[config.mk]
export PLATFORM = sky130hd
export DESIGN_NAME = microarchtrace_event_buffer
export DESIGN_NICKNAME = d
export VERILOG_FILES = /design/src/rtl/microarchtrace_event_buffer.sv
export SDC_FILE = /design/constraint.sdc
export NUM_CORES = 1
export LEC_CHECK = 0
export ABC_AREA = 1
export CAP_MARGIN = 20
export CORE_MARGIN = 8
export CORE_UTILIZATION = 30
export CTS_CLUSTER_SIZE = 12
export DETAILED_ROUTE_END_ITERATION = 16
export SETUP_SLACK_MARGIN = 0.5
export SYNTH_ARGS = -nofsm -noshare
export SYNTH_HDL_FRONTEND = slang
export SYNTH_SLANG_ARGS = --single-unit
[constraint.sdc]
create_clock -name clk -period 4.6 [get_ports clk]
set_input_delay 1.15 -clock clk [delete_from_list [all_inputs] [get_ports clk]]
set_output_delay 1.15 -clock clk [all_outputs]
set_load 0.01 [all_outputs]
[src/rtl/microarchtrace_event_buffer.sv]
// Pipeline-stage event tracer: classifies busy/done activity into SINGLE/START/END
// records, timestamps them into per-stage FIFOs and drains them round-robin.
module microarchtrace_event_buffer #(
  parameter int unsigned NUM_STAGES = 2,
  parameter int unsigned PC_W       = 32,
  parameter int unsigned TS_W       = 16,
  parameter int unsigned DEPTH      = 4,
  parameter int unsigned DROP_W     = 16,
  localparam int unsigned SW        = (NUM_STAGES > 1) ? $clog2(NUM_STAGES) : 1
) (
  input  logic                       clk,
  input  logic                       rst_n,
  input  logic                       trace_en,
  input  logic [NUM_STAGES-1:0]      stage_busy,
  input  logic [NUM_STAGES-1:0]      stage_done,
  input  logic [NUM_STAGES*PC_W-1:0] stage_pc,
  output logic                       out_valid,
  input  logic                       out_ready,
  output logic [SW-1:0]              out_stage,
  output logic [1:0]                 out_type,
  output logic [TS_W-1:0]            out_ts,
  output logic [PC_W-1:0]            out_pc,
  output logic                       out_lost,
  output logic [DROP_W-1:0]          drop_count
);

  localparam int unsigned AW    = $clog2(DEPTH);
  localparam int unsigned REC_W = 3 + TS_W + PC_W;
  localparam int unsigned SUM_W = DROP_W + 4;

  localparam logic [1:0] EV_SINGLE = 2'd0;
  localparam logic [1:0] EV_START  = 2'd1;
  localparam logic [1:0] EV_END    = 2'd2;

  logic [TS_W-1:0]       ts;
  logic [NUM_STAGES-1:0] busy_q, done_q, multi;
  logic [NUM_STAGES-1:0] ev_valid, push, drop, pop, full, nonempty, lost_q;
  logic [1:0]            ev_type [NUM_STAGES];
  logic [PC_W-1:0]       pc_arr  [NUM_STAGES];
  logic [AW:0]           wr_ptr  [NUM_STAGES];
  logic [AW:0]           rd_ptr  [NUM_STAGES];
  logic [REC_W-1:0]      mem     [NUM_STAGES][DEPTH];

  logic [SW-1:0]         rr_ptr, search_idx, grant, lock_idx_q;
  logic                  locked_q, found, handshake;
  int unsigned           idx;
  logic [REC_W-1:0]      head;
  logic [3:0]            n_drop;
  logic [SUM_W-1:0]      drop_sum;
  logic [DROP_W-1:0]     drop_next;

  always_ff @(posedge clk or negedge rst_n) begin
    if (!rst_n) begin
      ts     <= '0;
      busy_q <= '0;
      done_q <= '0;
    end else begin
      ts     <= ts + TS_W'(1);
      busy_q <= stage_busy;
      done_q <= stage_done;
    end
  end

  assign multi = busy_q & ~done_q;

  always_comb begin
    for (int unsigned i = 0; i < NUM_STAGES; i++) begin
      pc_arr[i]   = stage_pc[i*PC_W +: PC_W];
      ev_valid[i] = 1'b0;
      ev_type[i]  = EV_SINGLE;
      if (trace_en && stage_busy[i]) begin
        if (stage_done[i]) begin
          ev_valid[i] = 1'b1;
          ev_type[i]  = multi[i] ? EV_END : EV_SINGLE;
        end else if (!multi[i]) begin
          ev_valid[i] = 1'b1;
          ev_type[i]  = EV_START;
        end
      end
    end
  end

  // Fullness uses pre-edge occupancy only, so a same-cycle pop never frees a slot.
  always_comb begin
    for (int unsigned i = 0; i < NUM_STAGES; i++) begin
      full[i]     = (wr_ptr[i][AW] != rd_ptr[i][AW]) &&
                    (wr_ptr[i][AW-1:0] == rd_ptr[i][AW-1:0]);
      nonempty[i] = (wr_ptr[i] != rd_ptr[i]);
      push[i]     = ev_valid[i] & ~full[i];
      drop[i]     = ev_valid[i] & full[i];
    end
  end

  always_comb begin
    search_idx = '0;
    found      = 1'b0;
    idx        = 0;
    for (int unsigned k = 0; k < NUM_STAGES; k++) begin
      idx = 32'(rr_ptr) + k;
      if (idx >= NUM_STAGES) idx = idx - NUM_STAGES;
      if (!found && nonempty[SW'(idx)]) begin
        found      = 1'b1;
        search_idx = SW'(idx);
      end
    end
  end

  // A stalled grant is latched so a newly filled lower-index FIFO cannot steal it.
  assign grant     = locked_q ? lock_idx_q : search_idx;
  assign out_valid = |nonempty;
  assign handshake = out_valid & out_ready;
  assign head      = mem[grant][rd_ptr[grant][AW-1:0]];

  always_comb begin
    for (int unsigned i = 0; i < NUM_STAGES; i++) begin
      pop[i] = handshake && (grant == SW'(i));
    end
  end

  always_ff @(posedge clk or negedge rst_n) begin
    if (!rst_n) begin
      rr_ptr     <= '0;
      locked_q   <= 1'b0;
      lock_idx_q <= '0;
    end else begin
      locked_q   <= out_valid & ~out_ready;
      lock_idx_q <= grant;
      if (handshake) begin
        rr_ptr <= (32'(grant) == NUM_STAGES - 1) ? '0 : grant + SW'(1);
      end
    end
  end

  always_ff @(posedge clk or negedge rst_n) begin
    if (!rst_n) begin
      lost_q <= '0;
      for (int unsigned i = 0; i < NUM_STAGES; i++) begin
        wr_ptr[i] <= '0;
        rd_ptr[i] <= '0;
      end
    end else begin
      for (int unsigned i = 0; i < NUM_STAGES; i++) begin
        if (push[i]) wr_ptr[i] <= wr_ptr[i] + (AW+1)'(1);
        if (pop[i])  rd_ptr[i] <= rd_ptr[i] + (AW+1)'(1);
        if (drop[i])      lost_q[i] <= 1'b1;
        else if (push[i]) lost_q[i] <= 1'b0;
      end
    end
  end

  always_ff @(posedge clk) begin
    for (int unsigned i = 0; i < NUM_STAGES; i++) begin
      if (push[i]) begin
        mem[i][wr_ptr[i][AW-1:0]] <= {lost_q[i], ev_type[i], ts, pc_arr[i]};
      end
    end
  end

  always_comb begin
    n_drop = '0;
    for (int unsigned i = 0; i < NUM_STAGES; i++) begin
      n_drop = n_drop + 4'(drop[i]);
    end
    drop_sum  = SUM_W'(drop_count) + SUM_W'(n_drop);
    drop_next = (|drop_sum[SUM_W-1:DROP_W]) ? '1 : drop_sum[DROP_W-1:0];
  end

  always_ff @(posedge clk or negedge rst_n) begin
    if (!rst_n) drop_count <= '0;
    else        drop_count <= drop_next;
  end

  always_comb begin
    out_stage = '0;
    out_type  = '0;
    out_ts    = '0;
    out_pc    = '0;
    out_lost  = 1'b0;
    if (out_valid) begin
      out_stage = grant;
      out_lost  = head[REC_W-1];
      out_type  = head[REC_W-2 -: 2];
      out_ts    = head[PC_W +: TS_W];
      out_pc    = head[PC_W-1:0];
    end
  end

endmodule

==> impl_metrics.ini, run 1 <==
[outcome]
status = finished clean

[timing]
min_period_ns = 4.05
setup_viol = 0
clock_skew_ns = 0.0152
fin_crit_sh_pct = 88.1
drv_slew = 0
tightestPinTransition_ns = 0.810
tns_ns = 0
hold_viol = 0
rsz0062_at_grt = true
slew_headroom_pct = 46.0
fmax_mhz = 247
whs_ns = 0.513

[floorplan]
initial_core_util_pct = 30.1
die_h_um = 277
coreArea_um2 = 68100
die_w_um = 277
io_pins = 141
fp-row-count = 96
die-area_um2 = 76900

[worst_setup_path]
setup.worst_path.class = reg -> out
cp-endpoint = out_pc[31]
cp_slowest_cell = dfrtp_2
rr_startpoint = wr_ptr[3]$_DFFE_PN0P_
r2r_end = drop_count[13]$_DFF_PN0_
r2r_cells = 13
worstPathMaxFanout = 19
cp.arrival_ns = 2.90
required_ns = 3.45
crit_start = wr_ptr[3]$_DFFE_PN0P_
cpPeakStageDelay_ns = 0.45
endpoint_kind = primary output
reg2reg_slack_ns = 1.42
timing.critical_path.cells = xnor2_2 > nand3_2 > nand2_4 > nand2_8 > nand2_8 > nand2_8 > buf_12 > nand2_8 > buf_16 > nand2_1 > nand2_1 > nand2_1 > nand2_1 > nor2_1 > dlygate4sd2_1
cp-start-kind = flip-flop

[global_routing]
antenna_found_initial = 1
grt_pass1_vias = 14300
gr-total-overflow = 0
grt_start_max_net_pins = 73
grt_util_all_layers_pct = 15.1
grt_pass1_wl_um = 88800

[synth]
avgSynthCellArea_um2 = 9.90
synth_area_um2 = 20500
yosysSeqAreaShare_pct = 66.3
yosysTopAreaCell = edfxtp_1
synthesis.nets = 2154
syn_inst = 2069
synth_seq_cells = 461
yosysUniqueCellTypes = 28
yosys_warnings = 0
synth_top_area_share_pct = 59.8
synthTopCellsByArea = edfxtp_1, nand2_1, dfrtp_1

[final_layout]
syn2layout_area_growth_pct = 26.1
drive_gt1_share_pct = 12.2
nets = 2359
final_common_cell = nand2_1
mostFrequentLayoutCells = nand2_1, edfxtp_1, inv_1

[cts]
htree_num_levels = 2
cts.sinks = 461
clock-root-buffer = clkbuf_16
postCtsHoldBufs = 0
insertion_delay_ns = 0.59
cts_tree = done
numCtsBuffers = 51
clk_pin_slew_ns = 0.06
clock_path_buffers = 3

[hold_path]
hold_path_class = reg -> reg
hp-start = wr_ptr[2]$_DFFE_PN0P_
whs_path_depth = 1

[power_and_ir_drop]
p_leak_uw = 0.0114
power_density_nw_per_um2 = 768
vdd_ir_drop_max_mv = 0.393

[route]
wl_per_cell_um = 19.4
drtPass1Iterations = 8
avgViaCountPerCell = 4.57
vias = 14600
drtAntennaViolNets = 0
drtIter0Drc = 1126
wirelength_um = 61800
drc_errors = 0

[run]
drv_cap = 0

[placement]
gp_congestion = 0.782
port_buffers = 140
dpl.hpwl_um = 31200
-- routing by layer --
metal	routed length [µm]	track usage [%]
met5	0	0
met4	1440	4.42
met3	3160	2.55
met2	29800	25.4
met1	27400	19.9
-- kinds of logic (layout without fill, tap and decap cells) --
group | Yosys count | in the layout | share of synthesized area, %
XOR/XNOR | 32 | 32 | 1.40
AND/OR/NAND/NOR | 1148 | 1151 | 22.6
adder cells (fa/ha/maj) | 13 | 13 | 0.830
buffers and inverters | 354 | 594 | 7.33
AO/OA/AOI/OAI | 61 | 61 | 1.51
flip-flops | 461 | 461 | 66.3
other | 0 | 1 | 0
-- area by class of cell --
type                    instances  area (µm²)
fillers                      6516       42300
clock buffers                  64        1370
repair buffers                243        2800
diodes                          1        2.50
clock inverters                27         228
well taps                     882        1100
inverters                     260         991
flip-flops and latches        461       13600
multi-input cells            1257        5760
-- how the worst min path moves through the flow --
stage,end,slack [ns]
6_report,wr_ptr[2]$_DFFE_PN0P_,0.51
5_1_grt,wr_ptr[2]$_DFFE_PN0P_,0.53
4_1_cts,rd_ptr[5]$_DFFE_PN0P_,0.50
3_5_place_dp,rd_ptr[5]$_DFFE_PN0P_,0.48
3_3_place_gp,wr_ptr[5]$_DFFE_PN0P_,0.48
2_1_floorplan,wr_ptr[5]$_DFFE_PN0P_,0.46
-- power breakdown --
group	leakage, µW	switching (µW)	internal, µW
logic	0.00616	6490	4060
registers	0.00443	186	5160
clock network	0.000777	1640	2310
-- stage by stage --
step | instances | setup WS (ns) | utilization, % | area [µm²] | total power, µW
5_1_grt | 3195 | 0.359 | 37.9 | 25800 | 21200
3_5_place_dp | 3034 | 0.112 | 33.8 | 23000 | 14100
2_1_floorplan | 2069 | 0.443 | - | 20500 | 10400
3_3_place_gp | 3034 | 0.167 | 33.8 | 23000 | 14000
4_1_cts | 3169 | 0.438 | 37.5 | 25600 | 19600
6_report | 3195 | 0.546 | 37.9 | 25800 | 19800
-- synth_stat cells --
cell type  number
xnor2_2         1
nor2_1        183
a31oi_1         1
nor3b_1         1
nand2_1       816
ha_1           12
inv_1         255
buf_4          20
dfrtp_1        53
o21ai_0        57
clkbuf_1       25
a21oi_1         2
buf_2          40
nand4_1         5
xor2_1         21
clkbuf_2        3
or2_2           3
nor3_1          6
clkinv_1        1
edfxtp_1      408
inv_2           4
nand3b_1       51
nand2_2         4
fa_1            1
buf_6           6
o21ai_2         1
nand3_1        79
xnor2_1        10
-- repair_timing --
action	CTS	global route
pin swaps	19	17
resized for setup	170	86
setup buffers	28	17
setup endpoints to repair	52	66
cloned	16	8
-- registers in the layout (all words and copies together), names as in the netlist, 2 cells and up --
name and flops:
wr_ptr 6, rd_ptr 6, mem 408, ts 16
drop_count 16, done_q 2, busy_q 2, lost_q 2
-- critical path, delay by kind of cell, from the launching register on --
family / cells / cell delay, ns
XOR/XNOR: 1 / 0.22
AND/OR/NAND/NOR: 11 / 1.04
flip-flops: 1 / 0.45
buffers and inverters: 3 / 0.60
No activity file was read; power rests on OpenSTA's default activity.
==> inputs of run 2 (changes only) <==
Settings changed: CTS_CLUSTER_SIZE 12 to default.
==> run 2 against run 1 <==
Against the previous run:
- wire length is 3.3% lower
- sequential power hardly changed
- critical path depth stayed put
- register-to-register slack hardly changed
- highest routed layer unchanged
==> impl_metrics.ini, run 2 (synthesis gave the netlist of run 1 again) <==
[outcome]
status = finished clean

[cts]
cts.sinks = 461
insertion_delay_ns = 0.58
clock_path_buffers = 3
cts_tree = done
clk_pin_slew_ns = 0.06
htree_num_levels = 2
clock-root-buffer = clkbuf_16
numCtsBuffers = 51
postCtsHoldBufs = 0

[route]
drtPass1Iterations = 5
drtAntennaViolNets = 0
drc_errors = 0
wl_per_cell_um = 18.8
vias = 14400
wirelength_um = 59800
avgViaCountPerCell = 4.54
drtIter0Drc = 1113

[final_layout]
mostFrequentLayoutCells = nand2_1, edfxtp_1, inv_1
drive_gt1_share_pct = 11.3
largest_register_ffs = 408
syn2layout_area_growth_pct = 25.1
nets = 2341
final_common_cell = nand2_1
fillCellCount = 6517

[hold_path]
whs_path_depth = 1
hold_path_class = reg -> reg

[global_routing]
grt_util_all_layers_pct = 14.9
grt_pass1_wl_um = 88100
grt_start_max_net_pins = 73
antenna_found_initial = 1
grt_pass1_vias = 14200
gr-total-overflow = 0

[worst_setup_path]
cp-start-kind = flip-flop
r2r_cells = 13
setup.worst_path.class = reg -> out
endpoint_kind = primary output
worstPathMaxFanout = 12
cp.arrival_ns = 2.94
reg2reg_slack_ns = 1.41
required_ns = 3.45

[timing]
hold_viol = 0
fmax_mhz = 244
slew_headroom_pct = 46.0
rsz0062_at_grt = true
fin_crit_sh_pct = 89.0
tns_ns = 0
fin_ws_ns = 0.506
min_period_ns = 4.09
clock_skew_ns = 0.0131
setup_viol = 0
tightestPinTransition_ns = 0.810
drv_slew = 0

[floorplan]
die_w_um = 277
die_h_um = 277
initial_core_util_pct = 30.1
die-area_um2 = 76900
coreArea_um2 = 68100
io_pins = 141
fp-row-count = 96

[placement]
dpl.hpwl_um = 31200
gp_congestion = 0.782
dp_slack_ns = 0.112
port_buffers = 140

[power_and_ir_drop]
vdd_ir_drop_max_mv = 0.482
p_leak_uw = 0.0113
power_density_nw_per_um2 = 760

[run]
drv_cap = 0
## run 2: changes by cell type in the layout (fill, tap and decap cells not counted), sizes merged
| cell | before | now |
|---|---|---|
| clkinv | 21 | 22 |
| buf | 113 | 96 |
| dlygate4sd2 | 7 | 15 |
| bufbuf | 2 | 3 |
| clkdlybuf4s15 | 2 | 8 |
| clkinvlp | 1 | 0 |
| clkbuf | 95 | 79 |
| bufinv | 4 | 7 |
| nand2 | 823 | 822 |
## run 2: where the power goes
part,switching [µW],internal (µW)
logic,6220,3790
registers,184,5160
clock network,1650,2490
## run 2: per-stage QoR
step	instance area, µm²	utilization [%]	power [µW]	hold WS, ns	instances
after global placement	23000	33.8	14000	0.482	3034
after global routing	25600	37.6	20800	0.527	3179
final	25600	37.6	19500	0.513	3179
after detailed placement	23000	33.8	14100	0.485	3034
after CTS	25500	37.4	19400	0.496	3163
after floorplan	20500	-	10400	0.462	2069
## run 2: repair_timing
action                     CTS  global route
pin swaps                   20            17
gates cloned                13             4
setup buffers               23            11
setup endpoints to repair   52            65
gates resized for setup    173            55
## run 2: per-layer routing
layer	track usage, %	routed length (µm)	part of all wire (%)
met1	19.7	26800	45
met3	2.47	3150	5.3
met2	25.3	28700	48
met4	3.72	1140	1.9
met5	0	0	0
## run 2: path summary, 6_finish.rpt
path,from,end
setup / recovery,wr_ptr[3]$_DFFE_PN0P_,out_ts[2]
hold / removal,wr_ptr[2]$_DFFE_PN0P_,wr_ptr[2]$_DFFE_PN0P_
setup reg to reg,wr_ptr[3]$_DFFE_PN0P_,drop_count[13]$_DFF_PN0_
hold reg to reg,wr_ptr[2]$_DFFE_PN0P_,wr_ptr[2]$_DFFE_PN0P_
max in group asynchronous,rst_n,wr_ptr[0]$_DFFE_PN0P_
min in group asynchronous,rst_n,ts[7]$_DFF_PN0_
## run 2: worst max-delay path, stage by stage (launching register included)
cell	delay (ns)
dfrtp_2	0.44
xnor2_2	0.22
nand3_2	0.15
nand2_4	0.12
nand2_8	0.10
nand2_8	0.15
nand2_8	0.07
nand2_8	0.12
buf_12	0.18
buf_16	0.16
nand2_1	0.06
nand2_1	0.13
nand2_1	0.07
nand2_1	0.05
nor2_1	0.04
dlygate4sd2_1	0.28
## run 2: final cells by class
cell class                      count  area (µm²)  share of cell area, %
Antenna cell                        1        2.50                0.00976
Clock buffer                       63        1360                   5.32
Clock inverter                     30         319                   1.24
Inverter                          260         988                   3.85
Multi-Input combinational cell   1256        5730                   22.3
Sequential cell                   461       13600                   53.0
Tap cell                          882        1100                   4.30
Timing Repair Buffer              226        2550                   9.96
